==> src/rtl/apb_rr_master_arbiter_pkg.sv <==
// apb_arb_pkg: shared FSM state, response record and request-bus slicing helper
// for the round-robin APB master arbiter.
package apb_arb_pkg;

    localparam int MAX_W   = 64;
    localparam int MAX_REQ = 8;
    localparam int BUS_W   = MAX_W * MAX_REQ;

    typedef enum logic [1:0] {
        ST_IDLE   = 2'd0,
        ST_SETUP  = 2'd1,
        ST_ACCESS = 2'd2
    } apb_state_t;

    typedef struct packed {
        logic             err;
        logic [MAX_W-1:0] rdata;
    } rsp_t;

    // Field idx of width w from a flattened bus; the caller truncates to w bits.
    function automatic logic [MAX_W-1:0] slice_field(input logic [BUS_W-1:0] bus,
                                                     input int idx, input int w);
        return MAX_W'(bus >> (idx * w));
    endfunction

endpackage

==> src/rtl/apb_rr_master_arbiter_rr.sv <==
// rr_arbiter: combinational round-robin pick of the first requester strictly after
// last_grant; the pointer register lives in the parent.
module rr_arbiter #(
    parameter int N  = 4,
    parameter int IW = (N > 1) ? $clog2(N) : 1
) (
    input  logic [N-1:0]  req,
    input  logic [IW-1:0] last_grant,
    output logic [N-1:0]  gnt,
    output logic [IW-1:0] gnt_idx,
    output logic          any
);

    // Walk from farthest to nearest so the nearest requester overwrites the rest.
    always_comb begin
        gnt_idx = last_grant;
        for (int i = N; i >= 1; i--) begin
            if (req[IW'((int'(last_grant) + i) % N)]) gnt_idx = IW'((int'(last_grant) + i) % N);
        end
    end

    assign any = |req;
    assign gnt = any ? (N'(1) << gnt_idx) : '0;

endmodule

==> src/rtl/apb_rr_master_arbiter.sv <==
// apb_rr_master_arbiter: shares one APB master port among NUM_REQ requesters with
// round-robin grants, an ACCESS-phase timeout and per-requester completion pulses.
module apb_rr_master_arbiter
    import apb_arb_pkg::*;
#(
    parameter int NUM_REQ        = 4,
    parameter int ADDR_W         = 32,
    parameter int DATA_W         = 32,
    parameter int TIMEOUT_CYCLES = 16
) (
    input  logic                        clk,
    input  logic                        reset,
    input  logic [NUM_REQ-1:0]          req_valid_i,
    input  logic [NUM_REQ-1:0]          req_write_i,
    input  logic [NUM_REQ*ADDR_W-1:0]   req_addr_i,
    input  logic [NUM_REQ*DATA_W-1:0]   req_wdata_i,
    output logic [NUM_REQ-1:0]          req_ready_o,
    output logic [NUM_REQ-1:0]          rsp_valid_o,
    output logic [DATA_W-1:0]           rsp_rdata_o,
    output logic                        rsp_err_o,
    output logic                        apb_psel_o,
    output logic                        apb_penable_o,
    output logic                        apb_pwrite_o,
    output logic [ADDR_W-1:0]           apb_paddr_o,
    output logic [DATA_W-1:0]           apb_pwdata_o,
    input  logic                        apb_pready_i,
    input  logic                        apb_pslverr_i,
    input  logic [DATA_W-1:0]           apb_prdata_i
);

    localparam int IDX_W = $clog2(NUM_REQ);
    localparam int CNT_W = (TIMEOUT_CYCLES > 0) ? $clog2(TIMEOUT_CYCLES + 1) : 1;
    localparam logic [CNT_W-1:0] CNT_LAST = CNT_W'((TIMEOUT_CYCLES > 0) ? TIMEOUT_CYCLES - 1 : 0);

    apb_state_t           state_q;
    logic [IDX_W-1:0]     last_grant_q;
    logic [IDX_W-1:0]     idx_q;
    logic [IDX_W-1:0]     gnt_idx;
    logic [NUM_REQ-1:0]   gnt;
    logic [NUM_REQ-1:0]   rsp_valid_q;
    logic                 any_req;
    logic                 psel_q;
    logic                 penable_q;
    logic                 pwrite_q;
    logic [ADDR_W-1:0]    paddr_q;
    logic [DATA_W-1:0]    pwdata_q;
    logic [CNT_W-1:0]     cnt_q;
    logic                 timeout;
    logic                 unused_rsp;
    rsp_t                 rsp_q;

    rr_arbiter #(.N(NUM_REQ), .IW(IDX_W)) u_rr (
        .req        (req_valid_i),
        .last_grant (last_grant_q),
        .gnt        (gnt),
        .gnt_idx    (gnt_idx),
        .any        (any_req)
    );

    assign timeout = (TIMEOUT_CYCLES != 0) && (cnt_q == CNT_LAST);

    always_ff @(posedge clk or negedge reset) begin
        if (!reset) begin
            state_q      <= ST_IDLE;
            last_grant_q <= IDX_W'(NUM_REQ - 1);
            idx_q        <= '0;
            cnt_q        <= '0;
            psel_q       <= 1'b0;
            penable_q    <= 1'b0;
            pwrite_q     <= 1'b0;
            paddr_q      <= '0;
            pwdata_q     <= '0;
            rsp_valid_q  <= '0;
            rsp_q        <= '0;
        end else begin
            rsp_valid_q <= '0;
            case (state_q)
                ST_IDLE: if (any_req) begin
                    state_q      <= ST_SETUP;
                    last_grant_q <= gnt_idx;
                    idx_q        <= gnt_idx;
                    pwrite_q     <= req_write_i[gnt_idx];
                    paddr_q      <= ADDR_W'(slice_field(BUS_W'(req_addr_i), int'(gnt_idx), ADDR_W));
                    pwdata_q     <= DATA_W'(slice_field(BUS_W'(req_wdata_i), int'(gnt_idx), DATA_W));
                    psel_q       <= 1'b1;
                end
                ST_SETUP: begin
                    state_q   <= ST_ACCESS;
                    penable_q <= 1'b1;
                    cnt_q     <= '0;
                end
                ST_ACCESS: if (apb_pready_i || timeout) begin
                    // pready takes priority over a coincident timeout
                    state_q     <= ST_IDLE;
                    psel_q      <= 1'b0;
                    penable_q   <= 1'b0;
                    rsp_valid_q <= NUM_REQ'(1) << idx_q;
                    rsp_q.err   <= apb_pready_i ? apb_pslverr_i : 1'b1;
                    rsp_q.rdata <= (apb_pready_i && !pwrite_q) ? MAX_W'(apb_prdata_i) : '0;
                end else if (cnt_q != '1) begin
                    cnt_q <= cnt_q + 1'b1;
                end
                default: begin
                    state_q   <= ST_IDLE;
                    psel_q    <= 1'b0;
                    penable_q <= 1'b0;
                end
            endcase
        end
    end

    assign req_ready_o   = (reset && state_q == ST_IDLE) ? gnt : '0;
    assign rsp_valid_o   = rsp_valid_q;
    assign rsp_rdata_o   = rsp_q.rdata[DATA_W-1:0];
    assign rsp_err_o     = rsp_q.err;
    assign apb_psel_o    = psel_q;
    assign apb_penable_o = penable_q;
    assign apb_pwrite_o  = pwrite_q;
    assign apb_paddr_o   = paddr_q;
    assign apb_pwdata_o  = pwdata_q;
    assign unused_rsp    = ^rsp_q;

endmodule

==> config.mk <==
export PLATFORM = sky130hd
export DESIGN_NAME = apb_rr_master_arbiter
export DESIGN_NICKNAME = d
export VERILOG_FILES = /design/src/rtl/apb_rr_master_arbiter_pkg.sv /design/src/rtl/apb_rr_master_arbiter_rr.sv /design/src/rtl/apb_rr_master_arbiter.sv
export SDC_FILE = /design/constraint.sdc
export NUM_CORES = 1
export LEC_CHECK = 0
export ABC_AREA = 1
export CORE_AREA = 2 2 159 161
export CTS_CLUSTER_SIZE = 8
export DETAILED_ROUTE_END_ITERATION = 8
export DIE_AREA = 0 0 161 163
export HOLD_SLACK_MARGIN = 0.02
export PLACE_DENSITY_LB_ADDON = 0.2
export SYNTH_ARGS = -nofsm -noshare
export SYNTH_HDL_FRONTEND = slang
export SYNTH_SLANG_ARGS = --single-unit
==> constraint.sdc <==
create_clock -name clk -period 2.32 [get_ports clk]
set_input_delay 0.464 -clock clk [delete_from_list [all_inputs] [get_ports clk]]
set_output_delay 0.464 -clock clk [all_outputs]
set_load 0.01 [all_outputs]
Yosys cells after proc, flatten, opt, wreduce, memory -nomap -nowiden
Index checks and enable logic that the tools add are counted.
{"block": "word_totals", "inputBits": 300, "n_memories": 0, "regBits": 115, "output_inout_bits": 108, "mem_bits_ro": 0, "mem_bits_rw": 0, "elab_cells": 83, "latchBits": 0}
{"block": "classes", "bitwise": 2, "mux": 34, "n_lt_le_gt_ge": 5, "shift": 4, "n_div": 0, "mul": 0, "n_addsub": 5, "reduce_logical": 13, "n_eq_ne": 8}
{"cell": ">> shifter 128 x 7 -> 32 bit", "n": 2}
{"cell": "2-to-1 mux 32 bit", "n": 1}
{"cell": "less-than comparator 2 x 4 -> 1 bit, second input constant", "n": 4}
{"cell": "2-to-1 mux 4 bit", "n": 4}
{"cell": "2-to-1 mux 1 bit", "n": 12}
{"cell": "2-to-1 mux 2 bit", "n": 6}
{"cell": "binary-select mux 1 bit (select 2 bit)", "n": 5}
{"cell": "2-to-1 mux 5 bit", "n": 2}
{"cell": "case mux 5 bit (2 select lines)", "n": 1}
{"cell": "AND reduction 2 bit", "n": 4}
{"cell": "<< shifter 1 x 2 -> 4 bit, first input constant", "n": 2}
{"cell": "!= test 2 bit, second input constant", "n": 3}
{"cell": "case mux 1 bit (3 select lines)", "n": 2}
{"cell": "case mux 2 bit (3 select lines)", "n": 1}
{"cell": "AND reduction 3 bit", "n": 2}
{"cell": "adder 5 x 1 -> 5 bit, second input constant", "n": 1}
{"cell": "== test 5 x 4 -> 1 bit, second input constant", "n": 1}
{"cell": "!= test 5 bit, second input constant", "n": 1}
{"cell": "adder 2 x 1 -> 2 bit, second input constant", "n": 2}
{"cell": "adder 2 bit, second input constant", "n": 2}
{"cell": "OR reduction 4 bit", "n": 1}
{"cell": "less-than comparator 2 x 3 -> 1 bit, second input constant", "n": 1}
{"cell": "== test 2 x 1 -> 1 bit, second input constant", "n": 1}
{"cell": "== test 2 bit, second input constant", "n": 1}
{"cell": "other kinds (7)", "n": 9}

Longest topological paths before layout
Gate-level depths: netlist of the first run.
{"block": "logic_depth", "word_depth": 11, "depth_mapped": 19, "mapped_depth_nobuf": 16}

By module
A second synthesis of the first run with hierarchy kept.
{"block": "hier_totals", "hier_cells": 1332, "area_unflattened_um2": 7947.6}
{"mod": "apb_rr_master_arbiter", "cells_each": 1278, "area_per_inst_um2": 7702.4, "instances": 1, "seq_area_each_um2": 2880.3}
{"mod": "rr_arbiter", "cells_each": 54, "area_per_inst_um2": 245.2, "instances": 1, "seq_area_each_um2": 0.0}

Worst setup path before layout of the first run
Ideal clock, no wire load.
{"block": "synth_timing", "kind": "register to output", "start": "reg last_grant_q[0]", "end": "out req_ready_o[0]", "path_slack_ns": -0.028, "stages_incl_launch_ff": 14, "n_path_buf": 3, "t_required_ns": 1.856, "arrival_ns": 1.884, "cell_sequence": "dfstp_2 -> buf_4 -> inv_4 -> nand2_1 -> nand2_1 -> nand2_1 -> nand2_1 -> nand2_1 -> nand2_1 -> o21ai_2 -> inv_2 -> buf_2 -> buf_2 -> nor3_1"}
{"block": "synth_between", "elab_chain_cells": 11, "word_cells_on_any_way": 23, "cone_classes": "add/sub (4); shift (1); mux (18)"}
{"element": "start: declaration", "line": "apb_rr_master_arbiter.sv:36", "text": "logic [IDX_W-1:0] last_grant_q;"}
{"element": "start signal: assignment", "line": "apb_rr_master_arbiter.sv:65", "text": "last_grant_q <= IDX_W'(NUM_REQ - 1);"}
{"element": "start signal: assignment", "line": "apb_rr_master_arbiter.sv:80", "text": "last_grant_q <= gnt_idx;"}
{"element": "adder 2 x 1 -> 2 bit", "line": "apb_rr_master_arbiter_rr.sv:18", "text": "if (req[IW'((int'(last_grant) + i) % N)]) gnt_idx = IW'((int'(last_grant) + i) % N);"}
{"element": "binary-select mux 1 bit (select 2 bit)", "line": "apb_rr_master_arbiter_rr.sv:18"}
{"element": "2-to-1 mux 1 bit (implied by the code) (2 in series)", "line": "apb_rr_master_arbiter_rr.sv:18"}
{"element": "2-to-1 mux 2 bit (3 in series)", "line": "apb_rr_master_arbiter_rr.sv:18"}
{"element": "2-to-1 mux 2 bit (*)", "line": "apb_rr_master_arbiter_rr.sv:18"}
{"element": "<< shifter 1 x 2 -> 4 bit (*)", "line": "apb_rr_master_arbiter_rr.sv:23", "text": "assign gnt = any ? (N'(1) << gnt_idx) : '0;"}
{"element": "2-to-1 mux 4 bit (*)", "line": "apb_rr_master_arbiter_rr.sv:23"}
{"element": "2-to-1 mux 4 bit (*)", "line": "apb_rr_master_arbiter.sv:112", "text": "assign req_ready_o = (reset && state_q == ST_IDLE) ? gnt : '0;"}
{"element": "end: declaration", "line": "apb_rr_master_arbiter.sv:17", "text": "output logic [NUM_REQ-1:0] req_ready_o,"}
Mark *: on every way between the ends. The rest lies on a longest branch, timed or not. The select of a mux whose other input is x is not followed.

Worst setup path in the final report of the first run
Same ends and word-level chain as after synthesis.

==> qor.csv, run 1 <==
stage,metric,value,unit
setup_path,Worst Setup End Kind,output pin,
sta,WHS,160,ps
floorplanning,die area,26200,um^2
clock_tree,Worst-path clk slew,60,ps
detailed_routing,First-pass DRT Iterations,5,
sta,worst clock skew,11.1,ps
placed_design,gp weighted congestion,0.888,
placed_design,Final HPWL DP,21200,um
power_and_ir_drop,Sw Ratio,0.500,
detailed_routing,vias,9215,
setup_path,Crit Path Max Fanout,6,
synth,synthesis-stage register bit count,115,
floorplanning,core area,24700,um^2
setup_path,max incr delay on CP,560,ps
grt,number of global-route vias before repair,8808,
finish,"Non-Filler Cell Area, Final",13000,um^2
sta,Relative slew margins,0.572,
synth,register area share after synthesis,0.376,
setup_path,Worst EP arrival,2120,ps
sta,Final Worst Setup Slack,-262,ps
finish,final core utilization,0.528,
setup_path,CP Class,flip-flop to output pin,
grt,largest net degree at the start of global routing,116,
placed_design,port bufs,407,
grt,global route overflow,0,
finish,share of cells above drive strength 1,0.0728,
setup_path,CP cell instances,buf_12 > inv_8 > nand2_2 > nand2_2 > nand2_2 > nand2_2 > buf_6 > o21ai_4 > inv_2 > nor3_2 > buf_2,
detailed_routing,Routed WL per cell,16.2,um
power_and_ir_drop,clock share of power,0.123,
run,number of max-cap violations,0,
status,outcome,"finished, violations left",
finish,Fillers,2484,
sta,fmax,387,MHz
synth,Syn Area/Cell,6.10,um^2
detailed_routing,drt drc,0,
sta,min Tclk post-route,2580,ps
setup_path,R2R setup slack,-50,ps
hold_path,class of the worst hold path,input pin to asynchronous set/reset pin,
clock_tree,CTS tree,yes,
placed_design,pre-CTS WS,-679,ps
setup_path,slowest cell on the critical path,dfstp_2,
synth,top cell type's share of synthesized area,0.369,
setup_path,"Top cell by count, worst path",nand2_2,
synth,Netlist cell types,28,
setup_path,data required time of the worst path,1860,ps
finish,Area Overhead vs Synth,70.2,%
clock_tree,cts bufs inserted,17,
power_and_ir_drop,P_int,10800,uW
placed_design,placed inst area,12100,um^2
floorplanning,Die W,161,um
power_and_ir_drop,VDD IR max,1.38,mV
synth,synthesized area,7660,um^2
power_and_ir_drop,power per cell area,1650,nW/um^2
synth,post-synth top area cell,dfrtp_1,
floorplanning,initial core utilization,0.310,
sta,final setup violation count,20,
sta,Final Hold Fails,0,
grt,first-pass GRT wire length,48900,um
synth,syn nets,1561,
sta,Final Cycle Share,1.11,
clock_tree,Clock Latency Late Sink,420,ps
sta,Pins Over Slew Limit,0,
detailed_routing,post-route ant nets,0,
setup_path,critical path startpoint category,flip-flop,
grt,overall routing resource usage,0.238,
power_and_ir_drop,Reg power frac,0.163,
power_and_ir_drop,Combinational Power Share,0.714,
synth,Post-Synthesis Cells,1255,
synth,YS warnings,0,
clock_tree,Clock Tree Root,clkbuf_16,
detailed_routing,Iter 0 DRT Violations,538,
setup_path,reg2reg start,last_grant_q[0],
sta,RSZ-0062 raised after global routing,true,
status,violated checks,setup timing,
power_and_ir_drop,Design Power,21500,uW
power_and_ir_drop,Leak,0.00690,uW
floorplanning,row count,58,
detailed_routing,Via density,4.63,
sta,Slew @ Worst Pin,642,ps
synth,Area contributors post-synth,"dfrtp_1 (37%), nand2_1 (30%), nand3_1 (15%)",
clock_tree,TritonCTS sink count,115,
finish,fin nets,1954,
detailed_routing,final wirelength,32200,um
setup_path,R2R cell count,18,
clock_tree,H-tree levels,4,
floorplanning,# IOs,408,
grt,initial antenna violation count,3,
floorplanning,Vert. Die Dim,163,um
power_and_ir_drop,switching power,10800,uW
clock_tree,Clock Path Buffers,2,
setup_path,FF-to-FF End,apb_paddr_o[11],
cell families (layout without fill, tap and decap cells):
logic type               after synthesis  in the layout  synth area share
AO/OA/AOI/OAI                         17             17            0.0127
XOR/XNOR                               1              1           0.00114
adder cells (fa/ha/maj)                6              6           0.00980
buffers and inverters                237            643             0.127
flip-flops                           115            115             0.376
other                                  0              1                 0
AND/OR/NAND/NOR                      879            879             0.473
cells in the final DEF, fill, tap and decap left out, types with 2 or more instances in the layout:
master | Yosys | layout
nand2_1 | 620 | 607
buf_6 | 1 | 5
nor3_1 | 10 | 7
nand2_4 | 0 | 2
nor3_2 | 0 | 3
buf_16 | 0 | 6
clkinv_4 | 0 | 2
dfrtp_1 | 113 | 113
nand2_2 | 4 | 15
inv_8 | 0 | 3
clkbuf_16 | 0 | 18
a21oi_1 | 6 | 6
inv_2 | 2 | 5
nor2_1 | 12 | 9
clkdlybuf4s50_1 | 0 | 402
buf_4 | 8 | 30
buf_8 | 0 | 2
buf_2 | 37 | 4
inv_1 | 152 | 149
buf_12 | 0 | 4
ha_1 | 6 | 6
nand3_1 | 230 | 229
dfstp_2 | 2 | 2
clkinvlp_4 | 0 | 2
inv_6 | 0 | 7
nor2_2 | 0 | 2
o21ai_0 | 6 | 6
registers in the layout, indices dropped and copies added (netlist names):
signal         cells
apb_pwdata_o      32
apb_psel_o         1
rsp_rdata_o       32
rsp_valid_o        4
apb_pwrite_o       1
apb_penable_o      1
rsp_err_o          1
cnt_q              5
idx_q              2
last_grant_q       2
state_q            2
apb_paddr_o       32
area by class of cell:
cell class              count  area, um^2  share of cell area
flip-flops and latches    115        2880               0.221
multi-input cells         903        3900               0.299
clock buffers              17         425              0.0326
diodes                      1        2.50            0.000192
repair buffers            455        4660               0.357
well taps                 330         413              0.0317
clock inverters            15         163              0.0125
inverters                 156         593              0.0455
cells in the mapped netlist:
library cell	n
nand2_2	4
buf_6	1
buf_1	2
o21ai_2	1
nor3_1	10
inv_1	152
nand3_2	1
o21a_1	1
o21ai_0	6
dfrtp_1	113
a211oi_1	1
dfstp_2	2
a21oi_1	6
o32ai_1	1
buf_4	8
or2_2	1
nand3_1	230
inv_4	1
nor2_1	12
o21ai_1	1
nor4_1	1
nand2_1	620
inv_2	2
ha_1	6
xor2_1	1
buf_2	37
clkbuf_1	33
clkinv_1	1
worst max-delay path: cells and delay by family (launching register included):
kind | cells | cell delay [ps]
and+or+nand+nor | 5 | 420
AOI/OAI and AO/OA | 1 | 180
DFF | 1 | 560
buffers and inverters | 5 | 530
metal layers:
| layer | track usage | routed length, um |
|---|---|---|
| met4 | 0.0852 | 958 |
| met3 | 0.0665 | 2440 |
| met1 | 0.295 | 13600 |
| met5 | 0 | 23 |
| met2 | 0.396 | 15200 |
worst max path at each step:
stage,startpoint,to,depth (start not counted)
detailed placement,req_valid_i[3],req_ready_o[0],12
global placement,req_valid_i[3],req_ready_o[0],12
finish,last_grant_q[0],req_ready_o[0],11
floorplan,last_grant_q[0],req_ready_o[0],13
global route,last_grant_q[0],req_ready_o[0],11
CTS,last_grant_q[0],req_ready_o[0],14
repair_timing:
action,4_1_cts,5_1_grt
hold buffers,0,0
gates resized for setup,40,21
setup endpoints to repair,69,71
pin swaps,4,10
setup buffers,7,1
gates cloned,4,3
power groups by stage:
stage / sequential (uW) / clock [uW] / combinational (uW)
3_3_place_gp: 3520 / 0 / 13400
6_report: 3510 / 2660 / 15400
2_1_floorplan: 3860 / 0 / 8220
5_1_grt: 3630 / 2820 / 17100
4_1_cts: 3510 / 2720 / 14800
3_5_place_dp: 3530 / 0 / 13500
metrics by stage:
| step | TNS (ps) | cells |
|---|---|---|
| finish | -1410 | 1992 |
| global route | -10200 | 1991 |
| CTS | -1030 | 1987 |
| detailed placement | -32820 | 1945 |
| global placement | -30430 | 1945 |
| floorplan | -55.9 | 1255 |
Power figures use the tool's default switching activity.
==> run 2, diff against run 1 <==
--- a/config.mk
+++ b/config.mk
@@ -6,10 +6,10 @@
 export NUM_CORES = 1
 export LEC_CHECK = 0
 export ABC_AREA = 1
-export CORE_AREA = 2 2 159 161
+export CORE_AREA = 5 5 153 155
 export CTS_CLUSTER_SIZE = 8
 export DETAILED_ROUTE_END_ITERATION = 8
-export DIE_AREA = 0 0 161 163
+export DIE_AREA = 0 0 158 160
 export HOLD_SLACK_MARGIN = 0.02
 export PLACE_DENSITY_LB_ADDON = 0.2
 export SYNTH_ARGS = -nofsm -noshare
==> qor.csv, run 2 (synthesized netlist as in run 1, its figures left out) <==
stage,metric,value,unit,change
sta,Pins Over Slew Limit,0,,unchanged
detailed_routing,drt drc,0,,unchanged
setup_path,R2R cell count,17,,was 18
detailed_routing,First-pass DRT Iterations,5,,unchanged
sta,Final Worst Setup Slack,-256,ps,was -262 ps
setup_path,critical path startpoint category,flip-flop,,unchanged
clock_tree,Clock Tree Root,clkbuf_16,,unchanged
sta,min Tclk post-route,2580,ps,about the same
sta,worst clock skew,11.3,ps,was 11.1 ps
status,violated checks,setup timing,,unchanged
power_and_ir_drop,power per cell area,1660,nW/um^2,was 1650 nW/um^2
power_and_ir_drop,Leak,0.00695,uW,was 0.00690 uW
floorplanning,Die W,158,um,was 161 um
grt,first-pass GRT wire length,47500,um,was 48900 um
clock_tree,H-tree levels,4,,unchanged
setup_path,Worst Setup End Kind,output pin,,unchanged
grt,global route overflow,0,,unchanged
clock_tree,cts bufs inserted,17,,unchanged
detailed_routing,final wirelength,33200,um,was 32200 um
sta,RSZ-0062 raised after global routing,true,,unchanged
detailed_routing,Routed WL per cell,17.1,um,was 16.2 um
sta,setup_tns,-1080,ps,was -1410 ps
placed_design,placed inst area,12100,um^2,about the same
setup_path,Crit Path Max Fanout,6,,unchanged
finish,fin nets,1954,,unchanged
finish,final core utilization,0.604,,was 0.528
detailed_routing,DR WL met2,16300,um,was 15200 um
clock_tree,CTS tree,yes,,unchanged
floorplanning,core area,21700,um^2,was 24700 um^2
status,outcome,"finished, violations left",,unchanged
floorplanning,initial core utilization,0.353,,was 0.310
floorplanning,row count,54,,was 58
detailed_routing,met1 WL,12900,um,was 13600 um
setup_path,CP Class,flip-flop to output pin,,unchanged
sta,fmax,388,MHz,was 387 MHz
sta,Final Hold Fails,0,,unchanged
detailed_routing,Iter 0 DRT Violations,539,,was 538
sta,final setup violation count,16,,was 20
clock_tree,Clock Latency Late Sink,420,ps,about the same
grt,largest net degree at the start of global routing,116,,unchanged
placed_design,port bufs,407,,unchanged
placed_design,Final HPWL DP,22100,um,was 21200 um
detailed_routing,routed wl met3,2760,um,was 2440 um
grt,overall routing resource usage,0.236,,was 0.238
placed_design,gp weighted congestion,0.866,,was 0.888
sta,Slew @ Worst Pin,640,ps,was 642 ps
hold_path,class of the worst hold path,input pin to asynchronous set/reset pin,,unchanged
detailed_routing,Via density,4.77,,was 4.63
setup_path,data required time of the worst path,1860,ps,about the same
grt,number of global-route vias before repair,8797,,was 8808
finish,"commonest cells after routing, fill and taps aside","nand2_1 (603), clkdlybuf4s50_1 (402), nand3_1 (229), inv_1 (149), dfrtp_1 (113)",,"was nand2_1 (607), clkdlybuf4s50_1 (402), nand3_1 (229), inv_1 (149), dfrtp_1 (113)"
finish,"Non-Filler Cell Area, Final",13100,um^2,was 13000 um^2
floorplanning,die area,25300,um^2,was 26200 um^2
clock_tree,TritonCTS sink count,115,,unchanged
setup_path,Worst EP arrival,2110,ps,was 2120 ps
clock_tree,Worst-path clk slew,60,ps,about the same
finish,"commonest non-fill, non-tap cell in the layout",nand2_1,,unchanged
floorplanning,# IOs,408,,unchanged
sta,WHS,125,ps,was 160 ps
run,number of max-cap violations,0,,unchanged
floorplanning,Vert. Die Dim,160,um,was 163 um
finish,Area Overhead vs Synth,71.1,%,was 70.2%
clock_tree,Clock Path Buffers,2,,unchanged
power_and_ir_drop,VDD IR max,1.27,mV,was 1.38 mV
detailed_routing,top layer reached by signal wires,met4,,was met5
finish,share of cells above drive strength 1,0.0759,,was 0.0728
grt,initial antenna violation count,2,,was 3
detailed_routing,post-route ant nets,0,,unchanged
sta,Final Cycle Share,1.11,,about the same
clock_tree,# hold bufs at CTS,0,,unchanged
detailed_routing,vias,9271,,was 9215
sta,Relative slew margins,0.573,,was 0.572
==> run 2: cell types whose count changed in the layout (fill, tap and decap cells not counted), moves of 2 or more <==
cell	delta
nand2_1	-4
clkbuf_16	+5
buf_4	-4
inv_2	-2
nand2_4	+3
==> run 2: repair_timing <==
item | CTS | global route
setup endpoints to repair | 70 | 71
pin swaps | 12 | 12
cloned | 1 | 8
setup buffers | 7 | 0
resized for setup | 47 | 28
==> run 2: path summary, 6_finish.rpt <==
check / startpoint / to / slack [ps]
max in group asynchronous: reset / rsp_rdata_o[24] / 1700
max reg2reg: last_grant_q[0] / apb_pwdata_o[21] / -30
min in group clk: idx_q[1] / rsp_valid_o[0] / 450
min: reset / rsp_valid_o[2] / 120
max: last_grant_q[0] / req_ready_o[1] / -260
min reg2reg: idx_q[1] / rsp_valid_o[0] / 450
==> run 2: critical path: stages, from the launching register on <==
cell and delay (ps):
dfstp_2 560, buf_12 120, inv_8 40, nand2_2 60, nand2_2 70, nand2_2 100, nand2_4 80, inv_4 80
nand2_4 60, nand2_4 100, nand2_8 80, nor3_2 190, buf_2 160
==> run 2: area by class of cell <==
cell class              instances  area (um^2)
flip-flops and latches        115         2880
multi-input cells             903         3950
clock buffers                  17          425
well taps                     280          350
repair buffers                455         4730
inverters                     156          601
fillers                      2011         8590
diodes                          1         2.50
clock inverters                15          170
==> run 2: power breakdown <==
part,internal [uW],total [uW],switching (uW)
Sequential,2990,3530,540
Clock,1610,2660,1050
Combinational,6350,15600,9240
Total,11000,21800,10800
==> run 2: per-layer routing <==
metal,vias to the layer above,GRT usage
met5,-,0
met4,0,0.0923
met3,70,0.0690
met2,390,0.394
met1,4194,0.286
li1,4617,-
==> run 2: per-stage QoR <==
| stage | cells | setup WS (ps) | power, uW |
|---|---|---|---|
| after floorplan | 1255 | -27.9 | 12100 |
| after global placement | 1894 | -613 | 17000 |
| after detailed placement | 1894 | -659 | 17100 |
| after CTS | 1933 | -233 | 20400 |
| after global routing | 1942 | -328 | 23700 |
| final | 1942 | -256 | 21800 |
==> run 3, diff against run 2 <==
--- a/config.mk
+++ b/config.mk
@@ -12,6 +12,7 @@
 export DIE_AREA = 0 0 158 160
 export HOLD_SLACK_MARGIN = 0.02
 export PLACE_DENSITY_LB_ADDON = 0.2
+export SLEW_MARGIN = 30
 export SYNTH_ARGS = -nofsm -noshare
 export SYNTH_HDL_FRONTEND = slang
 export SYNTH_SLANG_ARGS = --single-unit
==> results of run 3 <==
No change in the layout: final DEF, timing and power equal those of run 2.
